File: src/rtl/elastic_fifo_pkg.sv
// ---------------------------------------------------------------------------
// elastic_fifo_pkg
// Shared definitions for the elastic FIFO:
//   - cnt_width()  : width of the occupancy counter ($clog2(depth)+1)
//   - ptr_width()  : width of the read/write pointers ($clog2(depth))
//   - DROP_CNT_W   : width of the saturating drop counter (16)
//   - stats_t      : statistics record (drop counter + high-water mark)
// ---------------------------------------------------------------------------
package elastic_fifo_pkg;

    localparam int DROP_CNT_W = 16;
    // The high-water mark field is sized for the largest supported depth;
    // the top level exposes only the low cnt_width(DEPTH) bits.
    localparam int HWM_MAX_W  = 16;

    typedef struct packed {
        logic [DROP_CNT_W-1:0] drop_cnt;
        logic [HWM_MAX_W-1:0]  hwm;
    } stats_t;

    // Occupancy needs one extra bit so that "full" (== depth) is representable.
    function automatic int cnt_width(input int depth);
        return $clog2(depth) + 1;
    endfunction

    // Pointers index the storage array and wrap naturally (depth is 2^n).
    function automatic int ptr_width(input int depth);
        return (depth > 1) ? $clog2(depth) : 1;
    endfunction

endpackage

File: src/rtl/elastic_fifo_mem.sv
// ---------------------------------------------------------------------------
// elastic_fifo_mem
// DEPTH x WIDTH register-array storage, one synchronous write port and one
// asynchronous read port. The array is intentionally not reset: the FIFO
// control logic never exposes an entry that has not been written.
// Ports:
//   clk      in   clock
//   we_i     in   write enable
//   waddr_i  in   write address
//   wdata_i  in   write data
//   raddr_i  in   read address
//   rdata_o  out  read data (combinational from the array)
// ---------------------------------------------------------------------------
module elastic_fifo_mem
    import elastic_fifo_pkg::*;
#(
    parameter int WIDTH = 32,
    parameter int DEPTH = 8
) (
    input  logic                         clk,
    input  logic                         we_i,
    input  logic [ptr_width(DEPTH)-1:0]  waddr_i,
    input  logic [WIDTH-1:0]             wdata_i,
    input  logic [ptr_width(DEPTH)-1:0]  raddr_i,
    output logic [WIDTH-1:0]             rdata_o
);

    logic [WIDTH-1:0] mem_q [DEPTH];

    // Storage write port
    always_ff @(posedge clk) begin
        if (we_i) begin
            mem_q[waddr_i] <= wdata_i;
        end
    end

    assign rdata_o = mem_q[raddr_i];

endmodule

File: src/rtl/elastic_fifo.sv
// ---------------------------------------------------------------------------
// elastic_fifo
// First-word-fall-through FIFO fed by a valid-only upstream (no backpressure).
// Beats arriving while full with no simultaneous pop are dropped and flagged
// by the sticky overflow bit. count/almost_full come from registers only.
//
// Optional feature: define ELASTIC_FIFO_STATS_EN to add the drop_cnt
// (saturating 16-bit drop counter) and hwm (high-water mark) outputs.
//
// Ports:
//   clk          in   clock, rising edge
//   rst_n        in   asynchronous active-low reset
//   in_vld       in   upstream valid strobe
//   in_data      in   upstream data
//   out_vld      out  head entry valid (count != 0)
//   out_rdy      in   downstream ready
//   out_data     out  head entry, zero when out_vld=0
//   count        out  current occupancy
//   almost_full  out  count >= AFULL_LVL
//   overflow     out  sticky: an input beat was dropped
//   clr_ovf      in   synchronous clear of overflow (and drop_cnt)
//   drop_cnt     out  [stats] saturating dropped-beat counter
//   hwm          out  [stats] maximum occupancy since reset
// ---------------------------------------------------------------------------
module elastic_fifo
    import elastic_fifo_pkg::*;
#(
    parameter int WIDTH     = 32,
    parameter int DEPTH     = 8,
    parameter int AFULL_LVL = DEPTH - 4
) (
    input  logic                         clk,
    input  logic                         rst_n,
    input  logic                         in_vld,
    input  logic [WIDTH-1:0]             in_data,
    output logic                         out_vld,
    input  logic                         out_rdy,
    output logic [WIDTH-1:0]             out_data,
    output logic [cnt_width(DEPTH)-1:0]  count,
    output logic                         almost_full,
    input  logic                         clr_ovf,
    output logic                         overflow
`ifdef ELASTIC_FIFO_STATS_EN
    ,
    output logic [DROP_CNT_W-1:0]        drop_cnt,
    output logic [cnt_width(DEPTH)-1:0]  hwm
`endif
);

    localparam int PW = ptr_width(DEPTH);
    localparam int CW = cnt_width(DEPTH);
    localparam logic [CW-1:0] FULL_CNT  = CW'(DEPTH);
    localparam logic [CW-1:0] AFULL_CNT = CW'(AFULL_LVL);

    logic [PW-1:0]    wr_ptr_q, wr_ptr_d;
    logic [PW-1:0]    rd_ptr_q, rd_ptr_d;
    logic [CW-1:0]    count_q, count_d;
    logic             afull_q, afull_d;
    logic             ovf_q, ovf_d;

    logic             out_vld_s;
    logic             push_s;
    logic             pop_s;
    logic             drop_s;
    logic [WIDTH-1:0] rd_data_s;

    // Handshake decode: a full FIFO still accepts a beat when it pops the same cycle
    always_comb begin
        out_vld_s = (count_q != {CW{1'b0}});
        pop_s     = out_vld_s & out_rdy;
        push_s    = in_vld & ((count_q != FULL_CNT) | pop_s);
        drop_s    = in_vld & ~push_s;
    end

    // Next-state for pointers, occupancy, almost_full and overflow
    always_comb begin
        wr_ptr_d = wr_ptr_q;
        rd_ptr_d = rd_ptr_q;
        count_d  = count_q;
        ovf_d    = ovf_q;

        if (push_s) begin
            wr_ptr_d = wr_ptr_q + PW'(1'b1);
        end else begin
            wr_ptr_d = wr_ptr_q;
        end

        if (pop_s) begin
            rd_ptr_d = rd_ptr_q + PW'(1'b1);
        end else begin
            rd_ptr_d = rd_ptr_q;
        end

        case ({push_s, pop_s})
            2'b10:   count_d = count_q + CW'(1'b1);
            2'b01:   count_d = count_q - CW'(1'b1);
            default: count_d = count_q;
        endcase

        // almost_full is registered from the next count so it tracks count exactly
        afull_d = (count_d >= AFULL_CNT);

        // A drop in the same cycle as a clear keeps the flag set
        if (drop_s) begin
            ovf_d = 1'b1;
        end else if (clr_ovf) begin
            ovf_d = 1'b0;
        end else begin
            ovf_d = ovf_q;
        end
    end

    // Control state registers
    always_ff @(posedge clk or negedge rst_n) begin
        if (!rst_n) begin
            wr_ptr_q <= {PW{1'b0}};
            rd_ptr_q <= {PW{1'b0}};
            count_q  <= {CW{1'b0}};
            afull_q  <= 1'b0;
            ovf_q    <= 1'b0;
        end else begin
            wr_ptr_q <= wr_ptr_d;
            rd_ptr_q <= rd_ptr_d;
            count_q  <= count_d;
            afull_q  <= afull_d;
            ovf_q    <= ovf_d;
        end
    end

    elastic_fifo_mem #(
        .WIDTH (WIDTH),
        .DEPTH (DEPTH)
    ) u_mem (
        .clk     (clk),
        .we_i    (push_s),
        .waddr_i (wr_ptr_q),
        .wdata_i (in_data),
        .raddr_i (rd_ptr_q),
        .rdata_o (rd_data_s)
    );

    assign out_vld     = out_vld_s;
    assign out_data    = out_vld_s ? rd_data_s : {WIDTH{1'b0}};
    assign count       = count_q;
    assign almost_full = afull_q;
    assign overflow    = ovf_q;

`ifdef ELASTIC_FIFO_STATS_EN
    stats_t stats_q, stats_d;

    // Statistics next-state: saturating drop counter and high-water mark
    always_comb begin
        stats_d = stats_q;

        if (drop_s) begin
            if (clr_ovf) begin
                stats_d.drop_cnt = {{(DROP_CNT_W-1){1'b0}}, 1'b1};
            end else if (stats_q.drop_cnt != {DROP_CNT_W{1'b1}}) begin
                stats_d.drop_cnt = stats_q.drop_cnt + {{(DROP_CNT_W-1){1'b0}}, 1'b1};
            end else begin
                stats_d.drop_cnt = stats_q.drop_cnt;
            end
        end else if (clr_ovf) begin
            stats_d.drop_cnt = {DROP_CNT_W{1'b0}};
        end else begin
            stats_d.drop_cnt = stats_q.drop_cnt;
        end

        if (HWM_MAX_W'(count_d) > stats_q.hwm) begin
            stats_d.hwm = HWM_MAX_W'(count_d);
        end else begin
            stats_d.hwm = stats_q.hwm;
        end
    end

    // Statistics registers
    always_ff @(posedge clk or negedge rst_n) begin
        if (!rst_n) begin
            stats_q <= '0;
        end else begin
            stats_q <= stats_d;
        end
    end

    assign drop_cnt = stats_q.drop_cnt;
    assign hwm      = stats_q.hwm[CW-1:0];
`endif

endmodule

File: config.mk
export PLATFORM = sky130hd
export DESIGN_NAME = elastic_fifo
export DESIGN_NICKNAME = d
export VERILOG_FILES = /design/src/rtl/elastic_fifo_pkg.sv /design/src/rtl/elastic_fifo_mem.sv /design/src/rtl/elastic_fifo.sv
export SDC_FILE = /design/constraint.sdc
export NUM_CORES = 1
export LEC_CHECK = 0
export CORE_MARGIN = 2
export CORE_UTILIZATION = 45
export CTS_CLUSTER_DIAMETER = 60
export CTS_CLUSTER_SIZE = 10
export DETAILED_ROUTE_END_ITERATION = 12
export PLACE_DENSITY = 0.76
export SETUP_SLACK_MARGIN = 0.4
export SLEW_MARGIN = 15
export SYNTH_ARGS = -nofsm -noshare
export SYNTH_HDL_FRONTEND = slang
export SYNTH_SLANG_ARGS = --single-unit
File: constraint.sdc
create_clock -name clk -period 9.22 [get_ports clk]
set_clock_uncertainty 0.2 [all_clocks]
set_input_delay 1.844 -clock clk [delete_from_list [all_inputs] [get_ports clk]]
set_output_delay 1.844 -clock clk [all_outputs]
set_load 0.005 [all_outputs]
==> impl_metrics.env, run 1 <==
export IMPL_status="finished, final reports clean"
export IMPL_async_reset_ff_share_pct=4.48
export IMPL_critPathBufInv=2
export IMPL_dpl_instance_area_um2=11700
export IMPL_via_per_inst=5.43
export IMPL_worstPathArrival_ns=3.43
export IMPL_start_util_pct=46.2
export IMPL_vias=4977
export IMPL_synth_edf_count=256
export IMPL_end_kind="output port"
export IMPL_grt_use_total_pct=17.1
export IMPL_postCtsHoldBufs=0
export IMPL_post_route_period_util_pct=59.4
export IMPL_yosysUniqueCellTypes=40
export IMPL_crit_required_ns=7.18
export IMPL_dieArea_um2=24600
export IMPL_syn2layout_area_growth_pct=19.5
export IMPL_routabilityCongestion=0.727
export IMPL_max_freq_mhz=183
export IMPL_htreeDepth=1
export IMPL_layout_drive_gt1_share_pct=21.9
export IMPL_clk_latency_ns=0.54
export IMPL_syn_inst=499
export IMPL_period_needed_ns=5.47
export IMPL_yosysWarningCount=0
export IMPL_maxCapViolations=0
export IMPL_postCtsResizedCells=0
export IMPL_worstPathCellList="buf_4 > mux4_2 > mux2i_1 > nor2_1 > clkdlybuf4s50_1"
export IMPL_power_density_nw_per_um2=321
export IMPL_worstMarginPinSlew_ns=1.10
export IMPL_finalSetupTns_ns=0
export IMPL_slew_headroom_pct=26.2
export IMPL_boundaryPins=76
export IMPL_first_global_vias=5416
export IMPL_ys_top_cells_by_area="edfxtp_1 73%, mux4_2 14%, mux2i_1 3.1%"
export IMPL_hpwlAfterDp_um=11600
export IMPL_num_nets_final=636
export IMPL_clock_path_buffers=3
export IMPL_drc=0
export IMPL_cts_tree="built"
export IMPL_hold_slack_ns=0.309
export IMPL_root_buffer="clkbuf_16"
export IMPL_path_max_fanout=36
export IMPL_synth_top_area_share_pct=73.1
export IMPL_dieWidth_um=157
export IMPL_stdcell_count=917
export IMPL_postRouteAntennaNets=0
export IMPL_path_class="reg2out"
export IMPL_syn_nets=541
export IMPL_nFillCells=1693
export IMPL_first_iter_violations=389
export IMPL_core_um2=22800
export IMPL_antenna_found_initial=0
export IMPL_cts_setup_buffers=0
export IMPL_p_total_mw=4.03
export IMPL_ir_worst_vdd_uv=202
export IMPL_synth_avg_cell_area_um2=21.1
export IMPL_fin_area_um2=12600
export IMPL_cts_sinks=268
export IMPL_synth_top_area_cell="edfxtp_1"
export IMPL_die_h_um=157
export IMPL_critPathLaunchType="register"
export IMPL_synth_main_ff_cell="edfxtp_1"
export IMPL_slew_viol_final=0
export IMPL_wl_per_cell_um=22.0
export IMPL_port_buffers=75
export IMPL_hp_class="reg2reg"
export IMPL_row_count=55
export IMPL_wl_um=20200
export IMPL_overflow=0
export IMPL_dr_pass1_iters=4
export IMPL_antenna_cells=0
export IMPL_ys_ff_latch=268
export IMPL_setup_viol=0
export IMPL_p_leak_nw=4.13
export IMPL_grt_start_max_net_pins=43
export IMPL_grt_setup_unrepaired="false"
export IMPL_numCtsBuffers=31
export IMPL_path_clk_slew_ns=0.06
export IMPL_cp_slowest_stage_delay_ns=0.82
export IMPL_path_delay_family="buffers and inverters"
export IMPL_grt_pass1_wl_um=31500
export IMPL_placedCellCount=874
export IMPL_hold_viol=0
export IMPL_yosysSeqAreaShare_pct=76.0
export IMPL_synth_area_um2=10500
export IMPL_cpMaxStageDelayCell="dfrtp_4"
==> metal layers <==
metal | wire length (um) | global-route usage (%) | up-vias | share of wire, %
met5 | 0 | 0 | - | 0
met1 | 8020 | 22.2 | 2569 | 40
li1 | - | - | 2215 | -
met4 | 316 | 3.80 | 0 | 1.6
met3 | 1300 | 2.71 | 30 | 6.4
met2 | 10500 | 30.4 | 163 | 52
==> area by class of cell <==
| cell class | count | area (um2) | share of cell area, % |
|---|---|---|---|
| inverters | 5 | 18.8 | 0.149 |
| clock inverters | 3 | 58.8 | 0.468 |
| multi-input cells | 199 | 2440 | 19.4 |
| clock buffers | 40 | 810 | 6.44 |
| flip-flops and latches | 268 | 7990 | 63.6 |
| repair buffers | 89 | 856 | 6.81 |
| well taps | 313 | 392 | 3.12 |
==> synth_stat cells (all sizes together), types with 3 or more instances <==
cell type / instances
inv: 5
nand2b: 3
dfrtp: 12
or2: 4
mux4: 64
ha: 4
buf: 18
mux2i: 33
xnor2: 3
nand2: 6
clkbuf: 9
a21oi: 6
mux2: 3
nor2b: 5
edfxtp: 256
nor3: 3
nor2: 44
==> logic make-up (layout without fill, tap and decap cells) <==
group,Yosys count,count (layout),synth area share [%]
fa+ha+maj,5,5,0.667
buf+inv,32,137,1.37
simple gates,70,70,3.17
xor+xnor,5,5,0.417
flops,268,268,76.0
mux,100,100,17.2
compound gates,19,19,1.23
==> worst register-to-register path: cells and delay by family (launching register included) <==
kind	cells	cell delay, ns
fa+ha+maj	1	0.32
simple gates	6	1.78
buf+inv	2	0.20
compound gates	1	0.23
flops	1	0.55
mux	1	0.36
==> cell usage in the layout, fill, tap and decap left out, types with 2 or more instances in the layout <==
cell | Yosys | routed
o21ai_0 | 2 | 2
clkbuf_16 | 0 | 31
nor2b_1 | 5 | 5
ha_1 | 4 | 4
or2_2 | 3 | 3
inv_1 | 4 | 4
nor3_2 | 0 | 2
mux2i_1 | 33 | 33
mux4_2 | 64 | 64
nand2b_1 | 3 | 3
o22a_1 | 2 | 2
nor2_1 | 44 | 38
buf_4 | 1 | 14
mux2_2 | 3 | 3
edfxtp_1 | 256 | 256
a21oi_1 | 6 | 6
nor2_4 | 0 | 6
nand2_1 | 6 | 6
nand3_1 | 2 | 2
clkbuf_1 | 8 | 9
clkdlybuf4s50_1 | 0 | 75
dfrtp_2 | 0 | 2
or3_1 | 2 | 2
dfrtp_1 | 12 | 9
xor2_1 | 2 | 2
xnor2_1 | 3 | 3
==> registers in the layout, summed over array words and instances, names as in the netlist, named ones only <==
register     cells
almost_full      1
count            3
overflow         1
rd_ptr_q         3
u_mem.mem_q    256
wr_ptr_q         3
==> power by group <==
part / total, mW / switching (mW) / internal [mW]
logic: 1.27 / 0.557 / 0.710
registers: 1.70 / 0.158 / 1.54
clock network: 1.07 / 0.432 / 0.634
==> final timing paths <==
kind | start | to | slack (ns) | cells after the start
worst min-delay path | overflow$_DFFE_PN0P_ | overflow$_DFFE_PN0P_ | 0.31 | 1
max in group asynchronous | rst_n | rd_ptr_q[0]$_DFFE_PN0N_ | 6.90 | 1
worst max-delay path | rd_ptr_q[0]$_DFFE_PN0N_ | out_data[1] | 3.75 | 5
worst max register to register | count[0]$_DFF_PN0_ | almost_full$_DFF_PN0_ | 5.54 | 11
worst min register to register | overflow$_DFFE_PN0P_ | overflow$_DFFE_PN0P_ | 0.31 | 1
min in group asynchronous | rst_n | wr_ptr_q[2]$_DFFE_PN0P_ | 1.48 | 1
==> stage by stage <==
step                worst slack, ns  utilization [%]
finish                         3.75             55.2
global route                   3.44             55.2
CTS                            3.62             55.2
detailed placement             4.20             51.3
global placement               4.26             51.3
floorplan                      3.99                -
Power figures use the tool's default switching activity.
==> inputs of run 2 (changes only) <==
- PLACE_DENSITY: 0.76 -> 0.78
- clock period: 9.22 -> 4.8 ns (I/O delays scaled with it)
==> run 2 against run 1 <==
Compared with the run above:
- count of clock-buffer cells in the layout is 5 higher
- register-to-register slack worse by 3.9 ns
- final cell count is 0.87% higher
- highest routed layer unchanged
- power is 94% higher
- sequential share of layout area is 0.28 points lower
- first-iteration DRC count is 27% lower
- global-route usage is 0.25 points lower
- die area stayed put
==> impl_metrics.env, run 2 (same netlist as run 1, synthesis figures left out) <==
export IMPL_path_max_fanout=25
export IMPL_wl_per_cell_um=21.6
export IMPL_placedCellCount=877
export IMPL_cpMaxStageDelayCell="dfrtp_4"
export IMPL_postRouteAntennaNets=0
export IMPL_p_comb_share_pct=31.8
export IMPL_multi_input_area_um2=2440
export IMPL_critPathLaunchType="register"
export IMPL_p_sw_share_pct=28.5
export IMPL_worstMarginPinSlew_ns=0.700
export IMPL_cts_tree="built"
export IMPL_slew_viol_final=0
export IMPL_path_clk_slew_ns=0.05
export IMPL_root_buffer="clkbuf_16"
export IMPL_final_util_pct=55.4
export IMPL_dieWidth_um=157
export IMPL_finalSetupTns_ns=0
export IMPL_hold_viol=0
export IMPL_wl_um=20000
export IMPL_ir_worst_vdd_uv=350
export IMPL_drc=0
export IMPL_hp_start="overflow$_DFFE_PN0P_"
export IMPL_numCtsBuffers=31
export IMPL_first_global_vias=5460
export IMPL_dieArea_um2=24600
export IMPL_maxCapViolations=0
export IMPL_nFillCells=1666
export IMPL_setup_viol=0
export IMPL_p_clk_share_pct=26.4
export IMPL_syn2layout_area_growth_pct=20.0
export IMPL_grt_pass1_wl_um=31400
export IMPL_ff_latch_area_um2=7990
export IMPL_cts_sinks=268
export IMPL_stdcell_count=925
export IMPL_top_register="u_mem.mem_q"
export IMPL_worstPathCellList="buf_4 > mux4_2 > mux2i_1 > nor2_1 > clkdlybuf4s50_1"
export IMPL_antenna_found_initial=0
export IMPL_vias=5021
export IMPL_post_route_period_util_pct=85.1
export IMPL_clock_path_buffers=3
export IMPL_row_count=55
export IMPL_dr_pass1_iters=4
export IMPL_overflow=0
export IMPL_num_nets_final=639
export IMPL_core_um2=22800
export IMPL_hpwlAfterDp_um=11700
export IMPL_routabilityCongestion=0.717
export IMPL_p_total_mw=7.81
export IMPL_path_delay_family="buffers and inverters"
export IMPL_via_per_inst=5.43
export IMPL_crit_required_ns=3.64
export IMPL_final_cell_mix="256 x edfxtp_1, 75 x clkdlybuf4s50_1, 64 x mux4_2, 38 x nor2_1, 33 x mux2i_1"
export IMPL_cts_setup_buffers=0
export IMPL_final_common_cell="edfxtp_1"
export IMPL_power_switching_mw=2.22
export IMPL_crit_start="rd_ptr_q[0]$_DFFE_PN0N_"
export IMPL_port_buffers=75
export IMPL_period_needed_ns=4.09
export IMPL_grt_setup_unrepaired="false"
export IMPL_postCtsHoldBufs=0
export IMPL_p_int_mw=5.59
export IMPL_start_util_pct=46.2
export IMPL_layout_drive_gt1_share_pct=22.1
export IMPL_largest_reg_flops=256
export IMPL_antenna_cells=0
export IMPL_grt_start_max_net_pins=41
export IMPL_hp_class="reg2reg"
export IMPL_critPathBufInv=2
export IMPL_p_leak_nw=4.16
export IMPL_htreeDepth=1
export IMPL_fin_area_um2=12600
export IMPL_pwr_share_seq_pct=41.8
export IMPL_first_iter_violations=283
export IMPL_path_class="reg2out"
export IMPL_clk_latency_ns=0.55
export IMPL_grt_use_total_pct=16.8
export IMPL_cp_slowest_stage_delay_ns=0.75
export IMPL_end_kind="output port"
export IMPL_status="finished, final reports clean"
export IMPL_dpl_instance_area_um2=11700
export IMPL_die_h_um=157
export IMPL_worstPathArrival_ns=2.93
export IMPL_slew_headroom_pct=53.4
export IMPL_boundaryPins=76
export IMPL_postCtsResizedCells=0
export IMPL_max_freq_mhz=245
export IMPL_power_density_nw_per_um2=619
export IMPL_r2r_start="count[0]$_DFF_PN0_"
-- run 2: changes by cell type in the layout (fill, tap and decap cells not counted) --
cell and change:
clkinv_4 +1, clkbuf_1 +5, inv_16 -1, buf_12 +2
buf_4 +1
-- run 2: metal layers --
| metal | vias up | global-route usage (%) | wire length, um |
|---|---|---|---|
| met1 | 2622 | 22.6 | 8360 |
| met3 | 30 | 2.66 | 888 |
| li1 | 2224 | - | - |
| met2 | 145 | 29.0 | 10300 |
| met4 | 0 | 4.19 | 383 |
| met5 | - | 0 | 0 |
-- run 2: area by class of cell --
| cell class | instances | area share [%] |
|---|---|---|
| well taps | 313 | 3.10 |
| inverters | 5 | 0.149 |
| multi-input cells | 199 | 19.3 |
| clock inverters | 3 | 0.377 |
| repair buffers | 92 | 7.16 |
| clock buffers | 45 | 6.56 |
| flip-flops and latches | 268 | 63.3 |
-- run 2: metrics by stage --
| step | setup slack, ns | hold slack [ns] |
|---|---|---|
| 6_report | 0.714 | 0.304 |
| 5_1_grt | 0.526 | 0.328 |
| 4_1_cts | 0.635 | 0.309 |
| 3_5_place_dp | 0.925 | 0.298 |
| 3_3_place_gp | 1.08 | 0.274 |
| 2_1_floorplan | 0.451 | 0.280 |
-- run 2: path summary, 6_finish.rpt --
check / endpoint / slack (ns) / cells past startpoint
worst max-delay path: out_data[0] / 0.71 / 5
worst min-delay path: overflow$_DFFE_PN0P_ / 0.30 / 1
worst max register to register: almost_full$_DFF_PN0_ / 1.64 / 12
worst min register to register: overflow$_DFFE_PN0P_ / 0.30 / 1
max in group asynchronous: rd_ptr_q[0]$_DFFE_PN0N_ / 3.39 / 1
min in group asynchronous: wr_ptr_q[1]$_DFFE_PN0P_ / 0.58 / 1
-- run 2: power groups by stage --
stage | Clock (mW) | Combinational [mW] | Sequential (mW)
after floorplan | 0 | 1.62 | 3.09
after global placement | 0 | 2.47 | 3.29
after detailed placement | 0 | 2.52 | 3.31
after CTS | 2.11 | 2.55 | 3.27
after global routing | 2.19 | 2.71 | 3.32
final | 2.06 | 2.49 | 3.27
==> inputs of run 3 (changes only) <==
- CORE_UTILIZATION: 45 -> 35
- PLACE_DENSITY: 0.78 -> 0.66
==> run 3 against run 2 <==
Compared with the run above:
- via count shrank 0.68%
- global-route usage decreased by 3.3 points
- sequential power about the same
- critical path depth unchanged
- setup slack got worse by 0.065 ns
- sequential share of layout area decreased by 0.37 points
- core utilization is 13 points lower
- combinational power shrank 2%
- highest routed layer is now met5
- die area is 28% higher
==> impl_metrics.env, run 3 (same netlist as run 1, synthesis figures left out) <==
export IMPL_period_needed_ns=4.15
export IMPL_drc=0
export IMPL_wl_per_cell_um=20.7
export IMPL_p_sw_share_pct=28.7
export IMPL_grt_setup_unrepaired="false"
export IMPL_path_max_fanout=23
export IMPL_cp_slowest_stage_delay_ns=0.73
export IMPL_postRouteAntennaNets=0
export IMPL_top_register="u_mem.mem_q"
export IMPL_stdcell_count=996
export IMPL_num_nets_final=636
export IMPL_cts_tree="built"
export IMPL_nFillCells=2616
export IMPL_via_per_inst=5.01
export IMPL_antenna_found_initial=1
export IMPL_core_um2=29600
export IMPL_largest_reg_flops=256
export IMPL_end_kind="output port"
export IMPL_p_comb_share_pct=31.5
export IMPL_syn2layout_area_growth_pct=20.7
export IMPL_power_switching_mw=2.23
export IMPL_cts_sinks=268
export IMPL_numCtsBuffers=31
export IMPL_layout_drive_gt1_share_pct=21.9
export IMPL_root_buffer="clkbuf_16"
export IMPL_crit_required_ns=3.64
export IMPL_ir_worst_vdd_uv=311
export IMPL_worstMarginPinSlew_ns=1.20
export IMPL_cts_setup_buffers=0
export IMPL_start_util_pct=35.5
export IMPL_power_density_nw_per_um2=612
export IMPL_post_route_period_util_pct=86.5
export IMPL_antenna_cells=0
export IMPL_critPathLaunchType="register"
export IMPL_finalSetupTns_ns=0
export IMPL_vias=4987
export IMPL_grt_use_total_pct=13.5
export IMPL_clock_path_buffers=3
export IMPL_maxCapViolations=0
export IMPL_grt_start_max_net_pins=39
export IMPL_hpwlAfterDp_um=12500
export IMPL_dieWidth_um=177
export IMPL_htreeDepth=1
export IMPL_cpMaxStageDelayCell="dfrtp_4"
export IMPL_pwr_share_seq_pct=42.5
export IMPL_overflow=0
export IMPL_row_count=63
export IMPL_setup_viol=0
export IMPL_wl_um=20600
export IMPL_first_global_vias=5597
export IMPL_max_freq_mhz=241
export IMPL_postCtsHoldBufs=0
export IMPL_worstPathArrival_ns=2.99
export IMPL_slew_viol_final=0
export IMPL_p_int_mw=5.54
export IMPL_final_cell_mix="256 x edfxtp_1, 75 x clkdlybuf4s50_1, 64 x mux4_2, 38 x nor2_1, 33 x mux2i_1"
export IMPL_final_common_cell="edfxtp_1"
export IMPL_hp_class="reg2reg"
export IMPL_dieArea_um2=31400
export IMPL_status="finished, final reports clean"
export IMPL_postCtsResizedCells=0
export IMPL_routabilityCongestion=0.686
export IMPL_p_clk_share_pct=25.9
export IMPL_p_leak_nw=4.13
export IMPL_boundaryPins=76
export IMPL_grt_pass1_wl_um=32300
export IMPL_hold_viol=0
export IMPL_slew_headroom_pct=19.8
export IMPL_path_class="reg2out"
export IMPL_worstPathCellList="buf_4 > mux4_2 > mux2i_1 > nor2_1 > clkdlybuf4s50_1"
export IMPL_clk_latency_ns=0.54
export IMPL_path_clk_slew_ns=0.05
export IMPL_port_buffers=75
export IMPL_placedCellCount=951
export IMPL_first_iter_violations=380
export IMPL_die_h_um=177
export IMPL_dr_pass1_iters=4
## run 3: changes by cell type in the layout (fill, tap and decap cells not counted)
cell,previous run,this run
buf_4,15,10
clkbuf_1,14,10
clkbuf_8,0,1
bufinv_16,1,0
buf_12,2,4
clkinvlp_4,0,2
clkinv_4,1,0
## run 3: final cells by class
class / instances / area (um2) / area share, %
inverters: 5 / 18.8 / 0.148
clock inverters: 3 / 23.8 / 0.187
well taps: 390 / 488 / 3.84
multi-input cells: 199 / 2440 / 19.2
clock buffers: 42 / 827 / 6.52
repair buffers: 89 / 906 / 7.14
flip-flops and latches: 268 / 7990 / 63.0
## run 3: layer usage
layer	vias up	routed length, um	share of wire, %	track usage (%)
li1	2214	-	-	-
met1	2618	8810	43	17.7
met2	118	10400	50	23.1
met3	35	938	4.6	2.72
met4	2	445	2.2	3.28
met5	-	16	0.078	0
## run 3: power by group through the flow
stage	logic (mW)	registers [mW]	clock network, mW
final	2.45	3.30	2.01
after global routing	2.69	3.35	2.16
after CTS	2.53	3.32	2.06
after detailed placement	2.52	3.36	0
after global placement	2.48	3.32	0
after floorplan	1.62	3.09	0
## run 3: path summary, 6_finish.rpt
| check | start | endpoint | slack, ns | depth (start not counted) |
|---|---|---|---|---|
| max in group asynchronous | rst_n | rd_ptr_q[0]$_DFFE_PN0N_ | 3.38 | 1 |
| setup reg to reg | count[0]$_DFF_PN0_ | almost_full$_DFF_PN0_ | 1.54 | 12 |
| hold / removal | overflow$_DFFE_PN0P_ | overflow$_DFFE_PN0P_ | 0.29 | 1 |
| setup / recovery | rd_ptr_q[0]$_DFFE_PN0N_ | out_data[22] | 0.65 | 5 |
| min in group asynchronous | rst_n | rd_ptr_q[0]$_DFFE_PN0N_ | 0.59 | 1 |
| hold reg to reg | overflow$_DFFE_PN0P_ | overflow$_DFFE_PN0P_ | 0.29 | 1 |
## run 3: stage by stage
step	worst slack, ns	utilization [%]	total power, mW	cell area, um2	hold WS, ns
finish	0.649	42.8	7.77	12700	0.289
global route	0.444	42.8	8.20	12700	0.322
CTS	0.556	42.8	7.91	12700	0.295
detailed placement	0.962	40.0	5.88	11800	0.284
global placement	1.03	40.0	5.80	11800	0.275
floorplan	0.451	-	4.71	10500	0.280
## run 3: critical path: cells and delay by family, from the launching register on
family                 cells  cell delay [ns]
AND/OR/NAND/NOR            1             0.07
buffers and inverters      2             0.89
multiplexers               2             0.73
flip-flops                 1             0.73
